File: src/rtl/mem_arb_pkg.sv
// Shared types and constants for the unified memory port arbiter.
// State encoding, owner identifiers and the wait-state counter width.
package mem_arb_pkg;

    typedef enum logic [1:0] {
        IDLE  = 2'd0,
        ISSUE = 2'd1,
        WAIT  = 2'd2,
        DONE  = 2'd3
    } state_t;

    localparam logic OWN_CPU = 1'b0;
    localparam logic OWN_DMA = 1'b1;

    localparam int CNT_W = 4;

endpackage

File: src/rtl/arb_rr2.sv
// Two-way request picker: lone requester wins, ties go to the port
// that was not granted last (rr_en=1) or to the CPU (rr_en=0).
module arb_rr2
    import mem_arb_pkg::*;
(
    input  logic [1:0] req,
    input  logic       last_gnt,
    input  logic       rr_en,
    output logic       gnt
);

    always_comb begin
        gnt = OWN_CPU;
        unique case (req)
            2'b10:   gnt = OWN_DMA;
            2'b11:   gnt = rr_en ? ~last_gnt : OWN_CPU;
            default: gnt = OWN_CPU;
        endcase
    end

endmodule

File: src/rtl/mem_port_arbiter.sv
// Shares one memory port between the CPU and a DMA master, one access
// at a time, with wait states for a fixed memory read latency.
module mem_port_arbiter
    import mem_arb_pkg::*;
#(
    parameter int ADDR_W  = 8,
    parameter int DATA_W  = 32,
    parameter int MEM_LAT = 1,
    parameter int RR_EN   = 1
) (
    input  logic              clk,
    input  logic              rst,
    input  logic              cpu_req,
    input  logic              cpu_we,
    input  logic [ADDR_W-1:0] cpu_addr,
    input  logic [DATA_W-1:0] cpu_wdata,
    output logic              cpu_ready,
    output logic [DATA_W-1:0] cpu_rdata,
    input  logic              dma_req,
    input  logic              dma_we,
    input  logic [ADDR_W-1:0] dma_addr,
    input  logic [DATA_W-1:0] dma_wdata,
    output logic              dma_ready,
    output logic [DATA_W-1:0] dma_rdata,
    output logic              mem_en,
    output logic              mem_we,
    output logic [ADDR_W-1:0] mem_addr,
    output logic [DATA_W-1:0] mem_wdata,
    input  logic [DATA_W-1:0] mem_rdata,
    output logic              owner,
    output logic              busy
);

    localparam logic [CNT_W-1:0] CNT_INIT = CNT_W'(MEM_LAT - 1);
    localparam bit RR_ON = (RR_EN != 0);

    state_t state, state_nx;
    logic [CNT_W-1:0]  cnt;
    logic              last_gnt;
    logic              gnt;
    logic              lat_we;
    logic [ADDR_W-1:0] lat_addr;
    logic [DATA_W-1:0] lat_wdata;
    logic              any_req;

    assign any_req = cpu_req | dma_req;

    arb_rr2 u_arb (
        .req      ({dma_req, cpu_req}),
        .last_gnt (last_gnt),
        .rr_en    (RR_ON),
        .gnt      (gnt)
    );

    always_comb begin
        state_nx = state;
        unique case (state)
            IDLE:    if (any_req) state_nx = ISSUE;
            ISSUE:   state_nx = WAIT;
            WAIT:    if (cnt == '0) state_nx = DONE;
            DONE:    state_nx = IDLE;
            default: state_nx = IDLE;
        endcase
    end

    always_ff @(posedge clk) begin
        if (!rst) begin
            state     <= IDLE;
            cnt       <= '0;
            last_gnt  <= OWN_DMA;
            owner     <= OWN_CPU;
            lat_we    <= 1'b0;
            lat_addr  <= '0;
            lat_wdata <= '0;
            cpu_rdata <= '0;
            dma_rdata <= '0;
        end else begin
            state <= state_nx;
            if (state == IDLE && any_req) begin
                owner     <= gnt;
                last_gnt  <= gnt;
                lat_we    <= (gnt == OWN_DMA) ? dma_we : cpu_we;
                lat_addr  <= (gnt == OWN_DMA) ? dma_addr : cpu_addr;
                lat_wdata <= (gnt == OWN_DMA) ? dma_wdata : cpu_wdata;
            end
            if (state == ISSUE) cnt <= CNT_INIT;
            if (state == WAIT) begin
                if (cnt != '0) begin
                    cnt <= cnt - 1'b1;
                end else if (!lat_we) begin
                    // Only reads update the owner's data register.
                    if (owner == OWN_DMA) dma_rdata <= mem_rdata;
                    else                  cpu_rdata <= mem_rdata;
                end
            end
        end
    end

    assign mem_en    = (state == ISSUE);
    assign mem_we    = mem_en & lat_we;
    assign mem_addr  = lat_addr;
    assign mem_wdata = lat_wdata;
    assign cpu_ready = (state == DONE) && (owner == OWN_CPU);
    assign dma_ready = (state == DONE) && (owner == OWN_DMA);
    assign busy      = (state != IDLE);

endmodule

File: config.mk
export PLATFORM = sky130hd
export DESIGN_NAME = mem_port_arbiter
export DESIGN_NICKNAME = d
export VERILOG_FILES = /design/src/rtl/mem_arb_pkg.sv /design/src/rtl/arb_rr2.sv /design/src/rtl/mem_port_arbiter.sv
export SDC_FILE = /design/constraint.sdc
export NUM_CORES = 1
export LEC_CHECK = 0
export BUFFER_PORTS_ARGS = -buffer_cell sky130_fd_sc_hd__clkbuf_2
export CAP_MARGIN = 20
export CELL_PAD_IN_SITES_DETAIL_PLACEMENT = 0
export CELL_PAD_IN_SITES_GLOBAL_PLACEMENT = 1
export CORE_MARGIN = 2
export CORE_UTILIZATION = 37
export CTS_BUF_LIST = sky130_fd_sc_hd__clkbuf_4 sky130_fd_sc_hd__clkbuf_8
export DETAILED_ROUTE_END_ITERATION = 10
export GPL_TIMING_DRIVEN = 0
export PLACE_DENSITY_LB_ADDON = 0.25
export SLEW_MARGIN = 20
export SYNTH_ARGS = -nofsm -noshare
export SYNTH_HDL_FRONTEND = slang
export SYNTH_SLANG_ARGS = --single-unit
File: constraint.sdc
create_clock -name clk -period 3.35 [get_ports clk]
set_clock_uncertainty 0.15 [all_clocks]
set_input_delay 0.1675 -clock clk [delete_from_list [all_inputs] [get_ports clk]]
set_output_delay 0.1675 -clock clk [all_outputs]
set_load 0.1 [all_outputs]
==> flow_metrics.tcl, run 1 <==
set metrics [dict create \
    status "completed" \
    start_util_pct 37.5 \
    setup_viol 0 \
    clk_latency_ns 0.43 \
    n_fill_cell 1133 \
    viasPerCell 4.69 \
    final.period_utilization_pct 65.7 \
    cts-htree-levels 4 \
    area_delta_synth_final_pct 61.5 \
    timing.critical_path.buf_inv 5 \
    sequentialPowerShare_pct 27.8 \
    worstPathRequired_ns 3.49 \
    ys_warn_count 0 \
    power_density_mw_per_mm2 848 \
    sw_frac_of_total_pct 52.5 \
    ios 228 \
    core_region_area_sq_mm 0.0125 \
    cp_max_fo 10 \
    path_class "primary input to flip-flop" \
    postRouteAntennaNets 0 \
    grt_antenna_before_repair 0 \
    timing.fmax_mhz 455 \
    cpMostUsedCell "dlygate4sd3_1" \
    dieArea_sq_mm 0.0136 \
    diodes 0 \
    synth_top_area_share_pct 48.3 \
    first_iter_violations 217 \
    power_frac_comb_pct 52.8 \
    fp.dieW_um 117 \
    synth.ff_latch_count 113 \
    gp_congestion 0.758 \
    crit_path_end_kind "flip-flop" \
    instances_no_fill 1028 \
    gr-total-overflow 0 \
    ir_drop_uv 588 \
    startpoint_type "primary input" \
    max_stage_delay_ns 0.59 \
    critPathArrivalTime_ns 2.34 \
    setup_tns_ns 0 \
    path_cells "dlygate4sd3_1, clkbuf_2, a21boi_1, buf_2, buf_4, mux2i_1, dlygate4sd3_1, a21oi_1" \
    die_h_um 117 \
    path_clk_slew_ns 0.06 \
    cts_tree "yes" \
    syn_area_sq_mm 0.00469 \
    worst_slew_pin_slew_ns 0.577 \
    grt_max_degree 17 \
    cap_viol_max_count 0 \
    ys_seq_area_share_pct 48.3 \
    wirelength_um 14900 \
    drive_above_1_share_pct 32.0 \
    cts_setup_buffers 0 \
    synth.area.top_cells "dfxtp_1 48%, mux2i_1 23%, nand2_1 7.9%" \
    reg2reg_slack_ns 1.27 \
    drc 0 \
    cp_top_family "buffers and inverters" \
    yosys.area.top_type "dfxtp_1" \
    hold_viol 0 \
    synth.avg_cell_area_sq_um 9.67 \
    yosysUniqueCellTypes 35 \
    track_usage_pct 22.2 \
    syn_nets 609 \
    vias 4822 \
    wl_per_cell_um 14.5 \
    cts.sink_count 113 \
    p_int_w 0.00305 \
    pwr-share-clk_pct 19.4 \
    period_minus_slack_ns 2.20 \
    clockBufferDepth 2 \
    grt_pass1_wl_um 23200 \
    dr.pass1.iters 4 \
    dp_hpwl_um 10300 \
    synth_cells 485 \
    grt_pass1_vias 4910 \
    hold_class "primary input to flip-flop" \
    cpMaxStageDelayCell "dlygate4sd3_1" \
    maxSlewViolCount 0 \
    layout.nets 970 \
    leakage_nw 3.66 \
    ctsResizeCount 0 \
    cts_hold_buf 116 \
    slew-limit-headroom_pct 61.7 \
    io_buffers 226 \
    power.switching_w 0.00337 \
    cts-root-buf "clkbuf_8" \
    placed_cells 883 \
    rsz0062_at_grt "false" \
    cts_buffers 17 \
    fp-row-count 41 \
]
## per-stage QoR
step / power [W] / area, sq um / util [%] / hold slack, ns / worst slack, ns
after floorplan: 0.00447 / 4690 / - / 0.179 / 0.868
after global placement: 0.00502 / 6030 / 48.2 / 0.273 / 1.45
after detailed placement: 0.00505 / 6030 / 48.2 / 0.281 / 1.40
after CTS: 0.00645 / 7570 / 60.5 / 0.0306 / 1.18
after global routing: 0.00670 / 7570 / 60.5 / 0.0945 / 1.03
final: 0.00642 / 7570 / 60.5 / 0.0561 / 1.15
## flip-flops by register name (all words and copies together), names as in the netlist
register	count
mem_wdata	32
last_gnt	1
cnt	4
owner	1
state	2
lat_we	1
dma_rdata	32
cpu_rdata	32
mem_addr	8
## area by class of cell
type / instances / area (sq um) / area share (%)
tap: 172 / 215 / 2.84
timing repair buffer: 342 / 2290 / 30.3
buffer: 39 / 246 / 3.26
multi-input combinational: 327 / 2160 / 28.5
sequential: 113 / 2260 / 29.9
inverter: 6 / 22.5 / 0.297
clock inverter: 7 / 85.1 / 1.12
clock buffer: 22 / 290 / 3.83
## power groups by stage
stage | Sequential, W | Combinational [W] | Clock (W)
2_1_floorplan | 0.00360 | 0.000872 | 0
3_3_place_gp | 0.00180 | 0.00323 | 0
3_5_place_dp | 0.00180 | 0.00324 | 0
4_1_cts | 0.00178 | 0.00339 | 0.00127
5_1_grt | 0.00182 | 0.00354 | 0.00135
6_report | 0.00178 | 0.00339 | 0.00125
## worst register-to-register path, cell delays in order (launching register included)
cell           delay (ns)
dfxtp_1              0.32
a21boi_1             0.13
buf_2                0.21
buf_4                0.25
mux2i_1              0.24
dlygate4sd3_1        0.59
a21oi_1              0.07
## cell usage after synthesis
master     number
ha_1            6
mux2i_1       106
buf_2           5
nor3b_1         1
nand4b_1        1
buf_4           4
nor4bb_2        1
nor3_1          1
buf_6           4
nor3b_2         1
nor2_1          1
or3b_1          1
o21ai_0        31
o21a_1          1
nand2b_1        1
inv_2           1
buf_12          3
a21o_1          1
dfxtp_1       113
o31ai_1         1
and3_1          1
o21ai_1        13
nor2b_1         1
a211o_1         2
nand4bb_1       1
a21boi_1        1
inv_1           5
nand3_1         1
nand3b_1        2
clkbuf_1       23
a21oi_1        48
and2b_1         1
and2_1          2
o31a_1          1
nand2_1        99
## cells in the final DEF (no fill, tap or decap), drive strengths merged, types with 2 or more instances in the layout
master	instances
ha	6
mux2i	106
a21oi	48
nand3b	2
inv	6
clkbuf	271
bufinv	2
o21ai	44
dlygate4sd3	116
nand2	99
a211o	2
dfxtp	113
clkinv	5
nor3b	2
and2	2
buf	16
## worst paths after layout
path,start,cells after the start,end
setup / recovery,dma_req,8,mem_wdata[6]
hold / removal,cpu_req,4,state[0]
setup reg to reg,last_gnt,6,mem_wdata[6]
hold reg to reg,cpu_rdata[7],2,cpu_rdata[7]
## routing by layer
metal	wire, um	vias up	part of all wire [%]	global-route usage [%]
li1	-	2385	-	-
met3	1110	19	7.5	7.58
met5	0	-	0	0
met4	248	0	1.7	8.71
met2	7500	179	50	39.8
met1	6020	2239	40	24.1
## cell families (layout without fill, tap and decap cells)
family | Yosys count | in the layout | share of synthesized area, %
AO/OA/AOI/OAI | 99 | 99 | 11.0
flip-flops | 113 | 113 | 48.3
adder cells (fa/ha/maj) | 6 | 6 | 1.60
multiplexers | 106 | 106 | 22.6
AND/OR/NAND/NOR | 116 | 116 | 10.8
buffers and inverters | 45 | 416 | 5.74
Power figures use the tool's default switching activity.
==> inputs of run 2 (changes only) <==
ABC_AREA = 1   (was not set)
CORE_UTILIZATION = 30   (was 37)
clock period = 2 ns   (was 3.35 ns; I/O delays follow)
==> flow_metrics.tcl, run 2 <==
set metrics [dict create \
    hold_viol 0 \
    cpMaxStageDelayCell "clkbuf_2" \
    wirelength_um 17500 \
    synth_cells 733 \
    yosys.area.top_type "dfxtp_1" \
    reg2reg_depth 7 \
    yosys.area_share.simple_pct 34.6 \
    syn_area_sq_mm 0.00508 \
    yosysMostFrequentCell "nor2_1" \
    cts.sink_count 113 \
    rsz0062_at_grt "false" \
    io_buffers 226 \
    synth_top_family_by_area "simple AND/OR/NAND/NOR gates" \
    path_clk_slew_ns 0.08 \
    yosysUniqueCellTypes 21 \
    synth.ff_latch_count 113 \
    sequentialPowerShare_pct 26.2 \
    fp-row-count 47 \
    worstPathRequired_ns 1.75 \
    worst_slew_pin_slew_ns 0.577 \
    cts-htree-levels 4 \
    syn_nets 857 \
    die_h_um 134 \
    viasPerCell 4.44 \
    dieArea_sq_mm 0.0180 \
    min_from "rst" \
    postRouteAntennaNets 0 \
    power_frac_comb_pct 54.5 \
    synth_xor_area_share_pct 0.173 \
    cp_max_fo 3 \
    diodes 0 \
    drc 0 \
    timing.fmax_mhz 535 \
    grt_max_degree 17 \
    timing.critical_path.buf_inv 2 \
    synth.area.top_cells "dfxtp_1 45%, nor2_1 13%, nand2_1 12%" \
    cap_viol_max_count 0 \
    cts-root-buf "clkbuf_8" \
    cts_buffers 17 \
    setup_viol 0 \
    leakage_nw 4.03 \
    max_stage_delay_ns 0.47 \
    ys_warn_count 0 \
    first_iter_violations 206 \
    startpoint_type "flip-flop" \
    layout.nets 1219 \
    cts_tree "yes" \
    synth_edf_count 0 \
    cp_top_family "buffers and inverters" \
    timing.rr.start "state[1]" \
    p_int_w 0.00526 \
    worstHoldEndpoint "mem_wdata[20]" \
    path_cells "ha_1, inv_1, nor2_2, clkbuf_2" \
    hold_class "primary input to flip-flop" \
    drive_above_1_share_pct 28.2 \
    crit_path_end_kind "primary output" \
    start_util_pct 30.6 \
    ios 228 \
    holdPathStages 4 \
    synth_top_area_share_pct 44.6 \
    utilization_pct 48.8 \
    dp_hpwl_um 12400 \
    synth_ff_type "dfxtp_1" \
    dr.pass1.iters 4 \
    path_class "flip-flop to primary output" \
    mostFrequentLayoutCell "clkbuf_2" \
    track_usage_pct 19.6 \
    synth_adder_area_share_pct 1.48 \
    wl_per_cell_um 13.2 \
    power.switching_w 0.00626 \
    grt_pass1_vias 5745 \
    core_region_area_sq_mm 0.0166 \
    n_fill_cell 1744 \
    synth-compound-area-share_pct 9.05 \
    power_density_mw_per_mm2 1420 \
    gr-total-overflow 0 \
    area_delta_synth_final_pct 59.5 \
    critPathArrivalTime_ns 1.62 \
    final.period_utilization_pct 93.5 \
    ys_seq_area_share_pct 44.6 \
    pwr-share-clk_pct 19.3 \
    grt_antenna_before_repair 0 \
    vias 5901 \
    clockBufferDepth 2 \
    maxSlewViolCount 0 \
    grt_pass1_wl_um 28100 \
    yosys-top-cells-count "174 x nor2_1, 167 x nand2_1, 113 x dfxtp_1" \
    slew-limit-headroom_pct 61.7 \
    period_minus_slack_ns 1.87 \
    async_reset_ff_share_pct 0 \
    setup_tns_ns 0 \
    synth.avg_cell_area_sq_um 6.93 \
    ir_drop_uv 762 \
    fp.dieW_um 134 \
    reg2reg_slack_ns 0.22 \
    r2r_end "state[0]" \
    status "completed" \
    clk_latency_ns 0.44 \
    synthMuxAreaShare_pct 0 \
    gp_congestion 0.787 \
    sw_frac_of_total_pct 54.4 \
    most-common-layout-cells "225 x clkbuf_2, 173 x nor2_1, 167 x nand2_1" \
    power.total_w 0.0115 \
]
run 2: worst min-delay path, delay by kind of cell:
family / cells / cell delay (ns)
buf+inv: 2 / 0.40
compound gates: 1 / 0.11
simple gates: 1 / 0.05
run 2: power by group through the flow:
| stage | clock (W) | combinational (W) | sequential [W] |
|---|---|---|---|
| after floorplan | 0 | 0.00178 | 0.00633 |
| after global placement | 0 | 0.00610 | 0.00306 |
| after detailed placement | 0 | 0.00611 | 0.00306 |
| after CTS | 0.00230 | 0.00630 | 0.00302 |
| after global routing | 0.00241 | 0.00663 | 0.00309 |
| final | 0.00223 | 0.00627 | 0.00302 |
run 2: worst max-delay path by stage:
stage / startpoint / end / slack, ns / cells after the start
after global placement: state[0] / cpu_rdata[13] / 0.24 / 8
final: state[0] / cpu_ready / 0.13 / 4
after floorplan: state[0] / mem_wdata[10] / 0.006 / 9
after global routing: state[0] / cpu_ready / 0.03 / 4
after detailed placement: state[0] / cpu_rdata[13] / 0.24 / 7
after CTS: state[1] / mem_we / 0.03 / 5
run 2: layer usage:
| layer | routed length [um] | share of wire, % | vias up | global-route usage [%] |
|---|---|---|---|---|
| met5 | 0 | 0 | - | 0 |
| met4 | 265 | 1.5 | 0 | 6.08 |
| met3 | 1120 | 6.4 | 23 | 6.31 |
| met2 | 8540 | 49 | 184 | 33.8 |
| met1 | 7620 | 43 | 2615 | 23.1 |
| li1 | - | - | 3079 | - |
run 2: final cells by class:
class	instances	area, sq um	area share [%]
Clock inverter	12	141	1.75
Multi-Input combinational cell	513	2320	28.6
Buffer	53	332	4.10
Clock buffer	20	256	3.17
Timing Repair Buffer	343	2300	28.5
Sequential cell	113	2260	28.0
Inverter	54	206	2.55
Tap cell	220	275	3.40
run 2: metrics by stage:
stage | instance area (sq um) | instances | hold WS [ns] | setup WS, ns
3_3_place_gp | 6530 | 1179 | 0.174 | 0.239
6_report | 8100 | 1328 | 0.111 | 0.131
2_1_floorplan | 5120 | 733 | 0.0859 | 0.00598
4_1_cts | 8090 | 1328 | 0.111 | 0.0292
3_5_place_dp | 6530 | 1179 | 0.182 | 0.236
5_1_grt | 8100 | 1328 | 0.157 | 0.0287
run 2: cells by family after synthesis:
group | after synthesis
DFF | 113
adders and majority gates | 6
xor gates and xnor gates | 1
and+or+nand+nor | 415
AOI/OAI and AO/OA | 91
buffers and inverters | 107
run 2: repair_timing:
item	CTS	global route
endpoints found under the hold margin	107	0
buffers inserted	0	0
gates resized for setup	0	2
endpoints found under the setup margin	0	1
hold buffers	117	0
